--- config.mk ---
export PLATFORM = sky130hd
export DESIGN_NAME = wb_port_arbiter
export DESIGN_NICKNAME = d
export VERILOG_FILES = /design/src/rtl/wb_port_arbiter_pkg.sv /design/src/rtl/wb_result_fifo.sv /design/src/rtl/wb_port_arbiter.sv
export SDC_FILE = /design/constraint.sdc
export NUM_CORES = 1
export LEC_CHECK = 0
export ABC_AREA = 1
export BUFFER_PORTS_ARGS = -buffer_cell sky130_fd_sc_hd__buf_4
export CAP_MARGIN = 15
export CORE_MARGIN = 5
export CORE_UTILIZATION = 27
export CTS_CLUSTER_DIAMETER = 100
export DETAILED_ROUTE_END_ITERATION = 6
export PLACE_DENSITY_LB_ADDON = 0.25
export SYNTH_ARGS = -nofsm -noshare
export SYNTH_HDL_FRONTEND = slang
export SYNTH_SLANG_ARGS = --single-unit
--- constraint.sdc ---
create_clock -name clock -period 7.8 [get_ports clock]
set_input_delay 1.95 -clock clock [delete_from_list [all_inputs] [get_ports clock]]
set_output_delay 1.95 -clock clock [all_outputs]
set_load 0.005 [all_outputs]
--- src/rtl/wb_port_arbiter_pkg.sv ---
// Shared types for the register-file write-port arbiter: register/data
// widths, the buffered MDU writeback entry, and the hazard-match helper.
package wb_port_arbiter_pkg;

  localparam int REG_W  = 5;
  localparam int DATA_W = 32;

  // One buffered MDU writeback: destination register plus result value.
  typedef struct packed {
    logic [REG_W-1:0]  dest;
    logic [DATA_W-1:0] value;
  } wb_entry_t;

  // True when a buffered destination collides with a decode source.
  // Register 0 is hard-wired and never creates a hazard.
  function automatic logic dest_hit(input logic [REG_W-1:0] dest,
                                    input logic [REG_W-1:0] rs,
                                    input logic [REG_W-1:0] rt);
    return (dest != '0) && ((dest == rs) || (dest == rt));
  endfunction

endpackage

--- src/rtl/wb_result_fifo.sv ---
// Small FIFO of pending MDU writebacks. Pointers carry one extra MSB so
// full and empty are told apart without a separate counter. Each slot
// also reports whether it is occupied and matches a decode source.
module wb_result_fifo
  import wb_port_arbiter_pkg::*;
#(
  parameter int DEPTH = 2
) (
  input  logic             clock,
  input  logic             reset,
  input  logic             push,
  input  wb_entry_t        push_entry,
  input  logic             pop,
  output wb_entry_t        head,
  output logic             full,
  output logic             empty,
  input  logic [REG_W-1:0] id_rs,
  input  logic [REG_W-1:0] id_rt,
  output logic [DEPTH-1:0] match
);

  localparam int AW    = $clog2(DEPTH);
  localparam int PTR_W = AW + 1;

  logic [PTR_W-1:0] wr_ptr;
  logic [PTR_W-1:0] rd_ptr;
  logic [PTR_W-1:0] count;
  logic             do_push;
  logic             do_pop;
  wb_entry_t        mem [DEPTH];

  assign count   = wr_ptr - rd_ptr;
  assign full    = (count == PTR_W'(DEPTH));
  assign empty   = (wr_ptr == rd_ptr);
  assign head    = mem[rd_ptr[AW-1:0]];
  assign do_push = push && !full;
  assign do_pop  = pop && !empty;

  // Pointer update; reset discards every buffered entry.
  always_ff @(posedge clock or posedge reset) begin
    if (reset) begin
      wr_ptr <= '0;
      rd_ptr <= '0;
    end else begin
      if (do_push) wr_ptr <= wr_ptr + PTR_W'(1);
      if (do_pop)  rd_ptr <= rd_ptr + PTR_W'(1);
    end
  end

  // Entry storage; occupancy is tracked by the pointers, so no reset needed.
  always_ff @(posedge clock) begin
    if (do_push) mem[wr_ptr[AW-1:0]] <= push_entry;
  end

  // A slot is live when its distance from the read pointer is below count.
  for (genvar i = 0; i < DEPTH; i++) begin : g_match
    logic [AW-1:0] off;
    assign off      = AW'(i) - rd_ptr[AW-1:0];
    assign match[i] = ({1'b0, off} < count) && dest_hit(mem[i].dest, id_rs, id_rt);
  end

endmodule

--- src/rtl/wb_port_arbiter.sv ---
// Register-file write-port arbiter. The pipeline writeback normally owns
// the port; buffered MDU results fill idle cycles, and a starvation
// counter forces a one-cycle pipeline stall so the FIFO always drains.
//
// MDU handshake: a result transfers on a rising edge where mdu_valid and
// mdu_ready are both high. mdu_ready depends only on registered FIFO
// occupancy, never on mdu_valid or on a same-cycle pop. The MDU must hold
// its offer stable until it transfers. A transfer to register 0 completes
// normally but is dropped rather than buffered.
module wb_port_arbiter
  import wb_port_arbiter_pkg::*;
#(
  parameter int DEPTH        = 2,
  parameter int STARVE_LIMIT = 4
) (
  input  logic              clock,
  input  logic              reset,
  input  logic              mem_wb_writereg,
  input  logic [REG_W-1:0]  mem_wb_regdest,
  input  logic [DATA_W-1:0] mem_wb_wbvalue,
  input  logic              mdu_valid,
  output logic              mdu_ready,
  input  logic [REG_W-1:0]  mdu_regdest,
  input  logic [DATA_W-1:0] mdu_value,
  input  logic [REG_W-1:0]  id_rs,
  input  logic [REG_W-1:0]  id_rt,
  output logic              arb_pend_hit,
  output logic              arb_stall,
  output logic              wb_reg_en,
  output logic [REG_W-1:0]  wb_reg_addr,
  output logic [DATA_W-1:0] wb_reg_data
);

  localparam int              CNT_W = $clog2(STARVE_LIMIT + 1);
  localparam logic [CNT_W-1:0] LIMIT = CNT_W'(STARVE_LIMIT);

  logic             pipe_req;
  logic             pipe_grant;
  logic             fifo_grant;
  logic             push;
  logic             full;
  logic             empty;
  wb_entry_t        push_entry;
  wb_entry_t        head;
  logic [DEPTH-1:0] match;
  logic [CNT_W-1:0] wait_cnt;
  logic [CNT_W-1:0] wait_cnt_next;

  assign mdu_ready    = !full;
  assign push         = mdu_valid && !full && (mdu_regdest != '0);
  assign push_entry   = '{dest: mdu_regdest, value: mdu_value};
  assign pipe_req     = mem_wb_writereg && (mem_wb_regdest != '0);
  assign arb_pend_hit = |match;

  wb_result_fifo #(.DEPTH(DEPTH)) u_fifo (
    .clock      (clock),
    .reset      (reset),
    .push       (push),
    .push_entry (push_entry),
    .pop        (fifo_grant),
    .head       (head),
    .full       (full),
    .empty      (empty),
    .id_rs      (id_rs),
    .id_rt      (id_rt),
    .match      (match)
  );

  // Grant: forced drain beats pipeline, pipeline beats opportunistic drain.
  always_comb begin
    pipe_grant = 1'b0;
    fifo_grant = 1'b0;
    if (!reset) begin
      if (arb_stall)     fifo_grant = 1'b1;
      else if (pipe_req) pipe_grant = 1'b1;
      else if (!empty)   fifo_grant = 1'b1;
    end
  end

  // Write-port mux; idle port drives zeros.
  always_comb begin
    wb_reg_en   = 1'b0;
    wb_reg_addr = '0;
    wb_reg_data = '0;
    if (pipe_grant) begin
      wb_reg_en   = 1'b1;
      wb_reg_addr = mem_wb_regdest;
      wb_reg_data = mem_wb_wbvalue;
    end else if (fifo_grant) begin
      wb_reg_en   = 1'b1;
      wb_reg_addr = head.dest;
      wb_reg_data = head.value;
    end
  end

  // Denied-cycle count for a waiting head entry, saturating at the limit.
  always_comb begin
    wait_cnt_next = wait_cnt;
    if (fifo_grant || empty)  wait_cnt_next = '0;
    else if (wait_cnt != LIMIT) wait_cnt_next = wait_cnt + CNT_W'(1);
  end

  // Stall fires the cycle after the count reaches the limit; that cycle's pop clears it.
  always_ff @(posedge clock or posedge reset) begin
    if (reset) begin
      wait_cnt  <= '0;
      arb_stall <= 1'b0;
    end else begin
      wait_cnt  <= wait_cnt_next;
      arb_stall <= (wait_cnt_next == LIMIT);
    end
  end

endmodule

==> results of run 1 <==
==> critical path, delay by kind of cell <==
family | cells | cell delay [ns]
and+or+nand+nor | 6 | 1.46
buffers and inverters | 3 | 0.31
==> worst paths after layout <==
kind / start / end / slack, ns / cells after the start
max: mem_wb_regdest[0] / wb_reg_data[21] / 2.11 / 9
min: u_fifo.wr_ptr[0] / u_fifo.wr_ptr[0] / 0.56 / 2
max in group asynchronous: reset / u_fifo.rd_ptr[0] / 5.84 / 2
min in group asynchronous: reset / u_fifo.rd_ptr[1] / 1.64 / 2
min reg2reg: u_fifo.wr_ptr[0] / u_fifo.wr_ptr[0] / 0.56 / 2
max reg2reg: u_fifo.rd_ptr[0] / u_fifo.mem[0][8] / 4.68 / 6
==> cell usage in the layout, fill, tap and decap left out, types with 4 or more instances in the layout <==
master                      count
sky130_fd_sc_hd__edfxtp_1      74
sky130_fd_sc_hd__clkbuf_16      9
sky130_fd_sc_hd__nor2_1        18
sky130_fd_sc_hd__xnor2_1        6
sky130_fd_sc_hd__buf_4        130
sky130_fd_sc_hd__o21ai_0        9
sky130_fd_sc_hd__dfrtp_1        7
sky130_fd_sc_hd__ha_1           5
sky130_fd_sc_hd__clkinv_1       4
sky130_fd_sc_hd__nand3_1       14
sky130_fd_sc_hd__nand2_1      278
sky130_fd_sc_hd__inv_1         36
==> layer usage <==
metal / wire, um / part of all wire / GRT usage
met3: 909 / 0.085 / 0.0385
met2: 4890 / 0.45 / 0.203
met4: 194 / 0.018 / 0.0457
met1: 4730 / 0.44 / 0.147
met5: 20 / 0.0019 / 0
==> logic make-up (layout without fill, tap and decap cells) <==
logic type                 Yosys count  in the layout  share of synthesized area
and+or+nand+nor                    321            321                      0.306
buffers and inverters               54            186                     0.0565
DFF                                 82             82                      0.592
adders and majority gates            5              5                     0.0153
xor gates and xnor gates             9              9                     0.0192
AOI/OAI and AO/OA                    9              9                     0.0110
==> cell type report <==
type | count | area share
Sequential cell | 82 | 0.437
Multi-Input combinational cell | 344 | 0.262
Timing Repair Buffer | 131 | 0.181
Tap cell | 188 | 0.0424
Clock buffer | 11 | 0.0419
Inverter | 39 | 0.0264
Clock inverter | 5 | 0.00970
==> sequential cells by signal (all words and copies together), names as in the netlist <==
register and flops:
u_fifo.wr_ptr 2, u_fifo.mem 74, u_fifo.rd_ptr 2, arb_stall 1, wait_cnt 3
==> power by group <==
part	internal, uW	switching, uW	total [uW]	leakage [uW]
registers	627	85.0	712	0.000788
clock network	247	162	409	0.000135
logic	254	379	633	0.00179
total	1130	626	1750	0.00272
==> per-stage QoR <==
stage,hold slack (ns),total power (uW),setup WS (ns),utilization
floorplan,0.508,1090,3.10,-
detailed placement,0.559,1370,2.04,0.350
CTS,0.575,1790,2.04,0.369
global route,0.592,1900,1.82,0.369
global placement,0.540,1350,2.01,0.348
finish,0.560,1750,2.11,0.369
==> qor.yml, run 1 <==
run_status: "completed"
timing.slew.headroom: 0.363
multi_input_comb_area_sq_um: 1450
clock_tree.htree_level_count: 3
finalNonFillerCells: 800
synth.yosys.warnings: 0
routed_wl_mm: 10.7
start_kind: "primary input"
start_util: 0.272
grt_usage: 0.122
cpPeakStageDelay_ns: 0.75
post-place-cells: 784
crit_chain: "buf_4 -> nor2_1 -> nand3_1 -> nand2_1 -> inv_1 -> nor2_4 -> nand2_1 -> nand2_1 -> buf_4"
drt.antenna.violating_nets: 0
required_ns: 5.85
timing_worst_slew_pin_value_ns: 0.954
totalNegativeSetupSlack_ns: 0
mappedNetlistNets: 573
hold_buffers: 0
clockRootBuffer: "sky130_fd_sc_hd__clkbuf_16"
postPlaceCellArea_sq_um: 5260
postSynth.asyncResetShare: 0.0976
critPathMostFrequentCell: "sky130_fd_sc_hd__nand2_1"
number_of_nets_in_the_layout: 700
worst_setup_hold_path_clk_slew_ns: 0.05
clock_tree.buffer_depth: 2
setup_viol: 0
post_route_cells_drive_above_1_share: 0.248
fin_crit_ns: 5.69
leakagePower_uw: 0.00272
fill_cells: 1529
final-seq-area_sq_um: 2420
cts_inserted_buffers: 9
top_level_ports: 129
count_of_different_cell_masters_after_synthesis: 23
cts_sinks: 82
area_growth_pct: 35.5
num_rows: 45
rsz0062_at_grt: "no"
grt_overflow_total: 0
netlist_area_sq_um: 4100
routed_len_inst_um: 13.4
synth_enable_flop_cells: 74
yosysMostFrequentCell: "sky130_fd_sc_hd__nand2_1"
synth-main-ff-cell: "sky130_fd_sc_hd__edfxtp_1"
die_w_um: 133
postSynthCellCount: 480
via_count: 3419
dieHeight_um: 133
cellPowerDensity_nw_per_um2: 316
die-area_sq_um: 17700
synthesis.area_per_instance_sq_um: 8.53
grt_pass1_wl_mm: 17.1
synth.top_cells.by_area: "sky130_fd_sc_hd__edfxtp_1 (54%), sky130_fd_sc_hd__nand2_1 (25%), sky130_fd_sc_hd__dfrtp_1 (4.9%)"
fin_worst_skew_ns: 0.00932
sort_of_element_at_the_end_of_the_critical_path: "output port"
yosysSeqAreaShare: 0.592
pin_count_of_the_biggest_net_entering_global_routing: 48
cts_tree: "yes"
gp_congestion: 0.800
irDropWorstVdd_mv: 0.106
path_class: "in2out"
final_max_slew_viol_count: 0
drt-vias-per-instance: 4.27
ys_seq_elements: 82
firstDrtPassIters: 5
hpwl_mm: 7.66
cts_setup_buffers: 0
synth_largest_type_area_fraction: 0.543
num_antenna_cells: 0
crit_path_top_delay_cell: "sky130_fd_sc_hd__nor2_4"
holdCritPathClass: "reg2reg"
stdcell_area_sq_um: 5550
post-route-period-util: 0.729
cp.arrival_ns: 3.74
max_freq_mhz: 176
worst-path-max-fanout: 38
drt-initial-drc-count: 153
core_region_area_sq_um: 15000
cts_repair_resize_count: 0
grt_antenna_before_repair: 1
drc: 0
clock_insertion_delay_worst_skew_ns: 0.33
hold_violations: 0
port-buffer-count: 128
max-cap-violations: 0
number_of_global_route_vias_before_repair: 3526
synth_top_area_cell: "sky130_fd_sc_hd__edfxtp_1"
ys_top_cells_by_count: "sky130_fd_sc_hd__nand2_1 (278), sky130_fd_sc_hd__edfxtp_1 (74), sky130_fd_sc_hd__inv_1 (37)"
Power figures use the tool's default switching activity.
==> run 2: changes to the inputs <==
clock period = 5.7 ns   (was 7.8 ns; I/O delays follow)
==> run 2 against run 1 <==
  * Worst setup slack got worse by 0.93 ns
  * Via count increased by 1.4%
  * Sequential share of layout area decreased by 0.21 points
  * Register-to-register slack got worse by 1.8 ns
  * Global-route usage decreased by 0.23 points
  * Die area unchanged
  * Non-clock buffer count increased by 3
  * Cell count increased by 0.38%
  * Routed wire length increased by 0.62%
  * First-iteration DRC count decreased by 16%
  * Clock skew decreased by 0.0052 ns
  * Utilization increased by 0.17 points
==> qor.yml, run 2 (synthesis results as in run 1) <==
clock_insertion_delay_worst_skew_ns: 0.33
clock_tree.buffer_depth: 2
setup_viol: 0
drt-initial-drc-count: 128
hold_violations: 0
final-seq-area_sq_um: 2420
firstDrtPassIters: 5
grt_antenna_before_repair: 0
die-area_sq_um: 17700
num_rows: 45
fin_worst_skew_ns: 0.00411
cp.arrival_ns: 3.10
hpwl_mm: 7.79
fin_crit_ns: 4.52
timing_worst_slew_pin_value_ns: 0.674
totalNegativeSetupSlack_ns: 0
max_freq_mhz: 221
crit_path_top_delay_cell: "sky130_fd_sc_hd__nor2_4"
grt_overflow_total: 0
start_util: 0.272
number_of_global_route_vias_before_repair: 3434
holdCritPathClass: "reg2reg"
crit-reg2reg-launch: "u_fifo.rd_ptr[0]"
leakagePower_uw: 0.00274
crit_chain: "buf_4 -> nor2_1 -> nand3_1 -> nand2_1 -> inv_1 -> nor2_4 -> buf_4 -> nand2_1 -> nand2_1 -> buf_4"
clock_tree.htree_level_count: 3
rsz0062_at_grt: "no"
cts_repair_resize_count: 0
num_antenna_cells: 0
largest_register_ffs: 74
drc: 0
cellPowerDensity_nw_per_um2: 439
irDropWorstVdd_mv: 0.174
cts_inserted_buffers: 9
path_class: "in2out"
routed_len_inst_um: 13.5
hold_buffers: 0
die_w_um: 133
layout.cells.most_common_list: "sky130_fd_sc_hd__nand2_1 (278), sky130_fd_sc_hd__buf_4 (134), sky130_fd_sc_hd__edfxtp_1 (74)"
worst-path-max-fanout: 20
gp_congestion: 0.802
postPlaceCellArea_sq_um: 5270
run_status: "completed"
drt-vias-per-instance: 4.32
post_route_cells_drive_above_1_share: 0.254
grt_usage: 0.119
critPathBufInv: 4
core_region_area_sq_um: 15000
worst_setup_hold_path_clk_slew_ns: 0.06
worst-r2r-setup-slack_ns: 2.92
area_growth_pct: 36.1
max-cap-violations: 0
clockRootBuffer: "sky130_fd_sc_hd__clkbuf_16"
cts_sinks: 82
dieHeight_um: 133
stdcell_area_sq_um: 5580
routed_wl_mm: 10.8
final_max_slew_viol_count: 0
required_ns: 4.28
crit_cells: 10
reg_to_reg_end: "u_fifo.mem[0][23]"
timing.slew.headroom: 0.548
grt_pass1_wl_mm: 16.9
cpPeakStageDelay_ns: 0.44
multi_input_comb_area_sq_um: 1450
worst_path_dominant_cell_family: "simple AND/OR/NAND/NOR gates"
pin_count_of_the_biggest_net_entering_global_routing: 47
sort_of_element_at_the_end_of_the_critical_path: "output port"
drt.antenna.violating_nets: 0
post-route-period-util: 0.793
cts_tree: "yes"
r2r.worst_path.cells: 9
critical_path.endpoint: "wb_reg_data[4]"
fill_cells: 1532
number_of_nets_in_the_layout: 703
cts_setup_buffers: 0
top_level_ports: 129
commonest_non_fill_non_tap_cell_in_the_layout: "sky130_fd_sc_hd__nand2_1"
crit_start: "mem_wb_regdest[0]"
start_kind: "primary input"
port-buffer-count: 128
via_count: 3467
[run 2: worst min path at each step]
stage | from | endpoint | slack (ns) | cells after the start
finish | u_fifo.wr_ptr[0] | u_fifo.wr_ptr[0] | 0.56 | 2
global route | u_fifo.wr_ptr[0] | u_fifo.wr_ptr[0] | 0.61 | 2
CTS | u_fifo.wr_ptr[0] | u_fifo.wr_ptr[0] | 0.57 | 2
detailed placement | u_fifo.rd_ptr[1] | u_fifo.rd_ptr[1] | 0.55 | 2
global placement | u_fifo.rd_ptr[1] | u_fifo.rd_ptr[1] | 0.54 | 2
floorplan | u_fifo.wr_ptr[0] | u_fifo.wr_ptr[0] | 0.51 | 2
[run 2: routing by layer]
metal / GRT usage / vias up / part of all wire
met2: 0.196 / 111 / 0.46
li1: - / 1762 / -
met3: 0.0415 / 12 / 0.075
met4: 0.0349 / 0 / 0.012
met5: 0 / - / 0
met1: 0.149 / 1582 / 0.45
[run 2: layout make-up]
cell class                      count  share of cell area
Sequential cell                    82               0.435
Multi-Input combinational cell    344               0.261
Timing Repair Buffer              134               0.180
Tap cell                          188              0.0422
Clock buffer                       11              0.0417
Inverter                           39              0.0263
Clock inverter                      5              0.0139
[run 2: metrics by stage]
step                      total power [uW]  hold slack [ns]  setup WS (ns)  std cells   util
after global routing                  2630            0.606          0.964        803  0.371
after global placement                1860            0.540           1.14        787  0.350
after detailed placement              1870            0.554           1.10        787  0.350
final                                 2450            0.563           1.18        803  0.371
after CTS                             2490            0.575           1.10        803  0.371
after floorplan                       1490            0.508           1.99        480      -
[run 2: worst reg2reg max path: stages, from the launching register on]
cell and delay [ns]:
sky130_fd_sc_hd__dfrtp_2 0.40, sky130_fd_sc_hd__buf_4 0.29, sky130_fd_sc_hd__ha_1 0.31, sky130_fd_sc_hd__inv_1 0.05
sky130_fd_sc_hd__nand3_1 0.10, sky130_fd_sc_hd__nand2_1 0.08, sky130_fd_sc_hd__nand2_1 0.11, sky130_fd_sc_hd__nand3_1 0.13
sky130_fd_sc_hd__clkinv_1 0.55, sky130_fd_sc_hd__buf_4 0.48
[run 2: power breakdown]
part | switching [uW] | internal (uW)
combinational | 572 | 342
clock | 227 | 383
sequential | 65.5 | 859
total | 865 | 1580
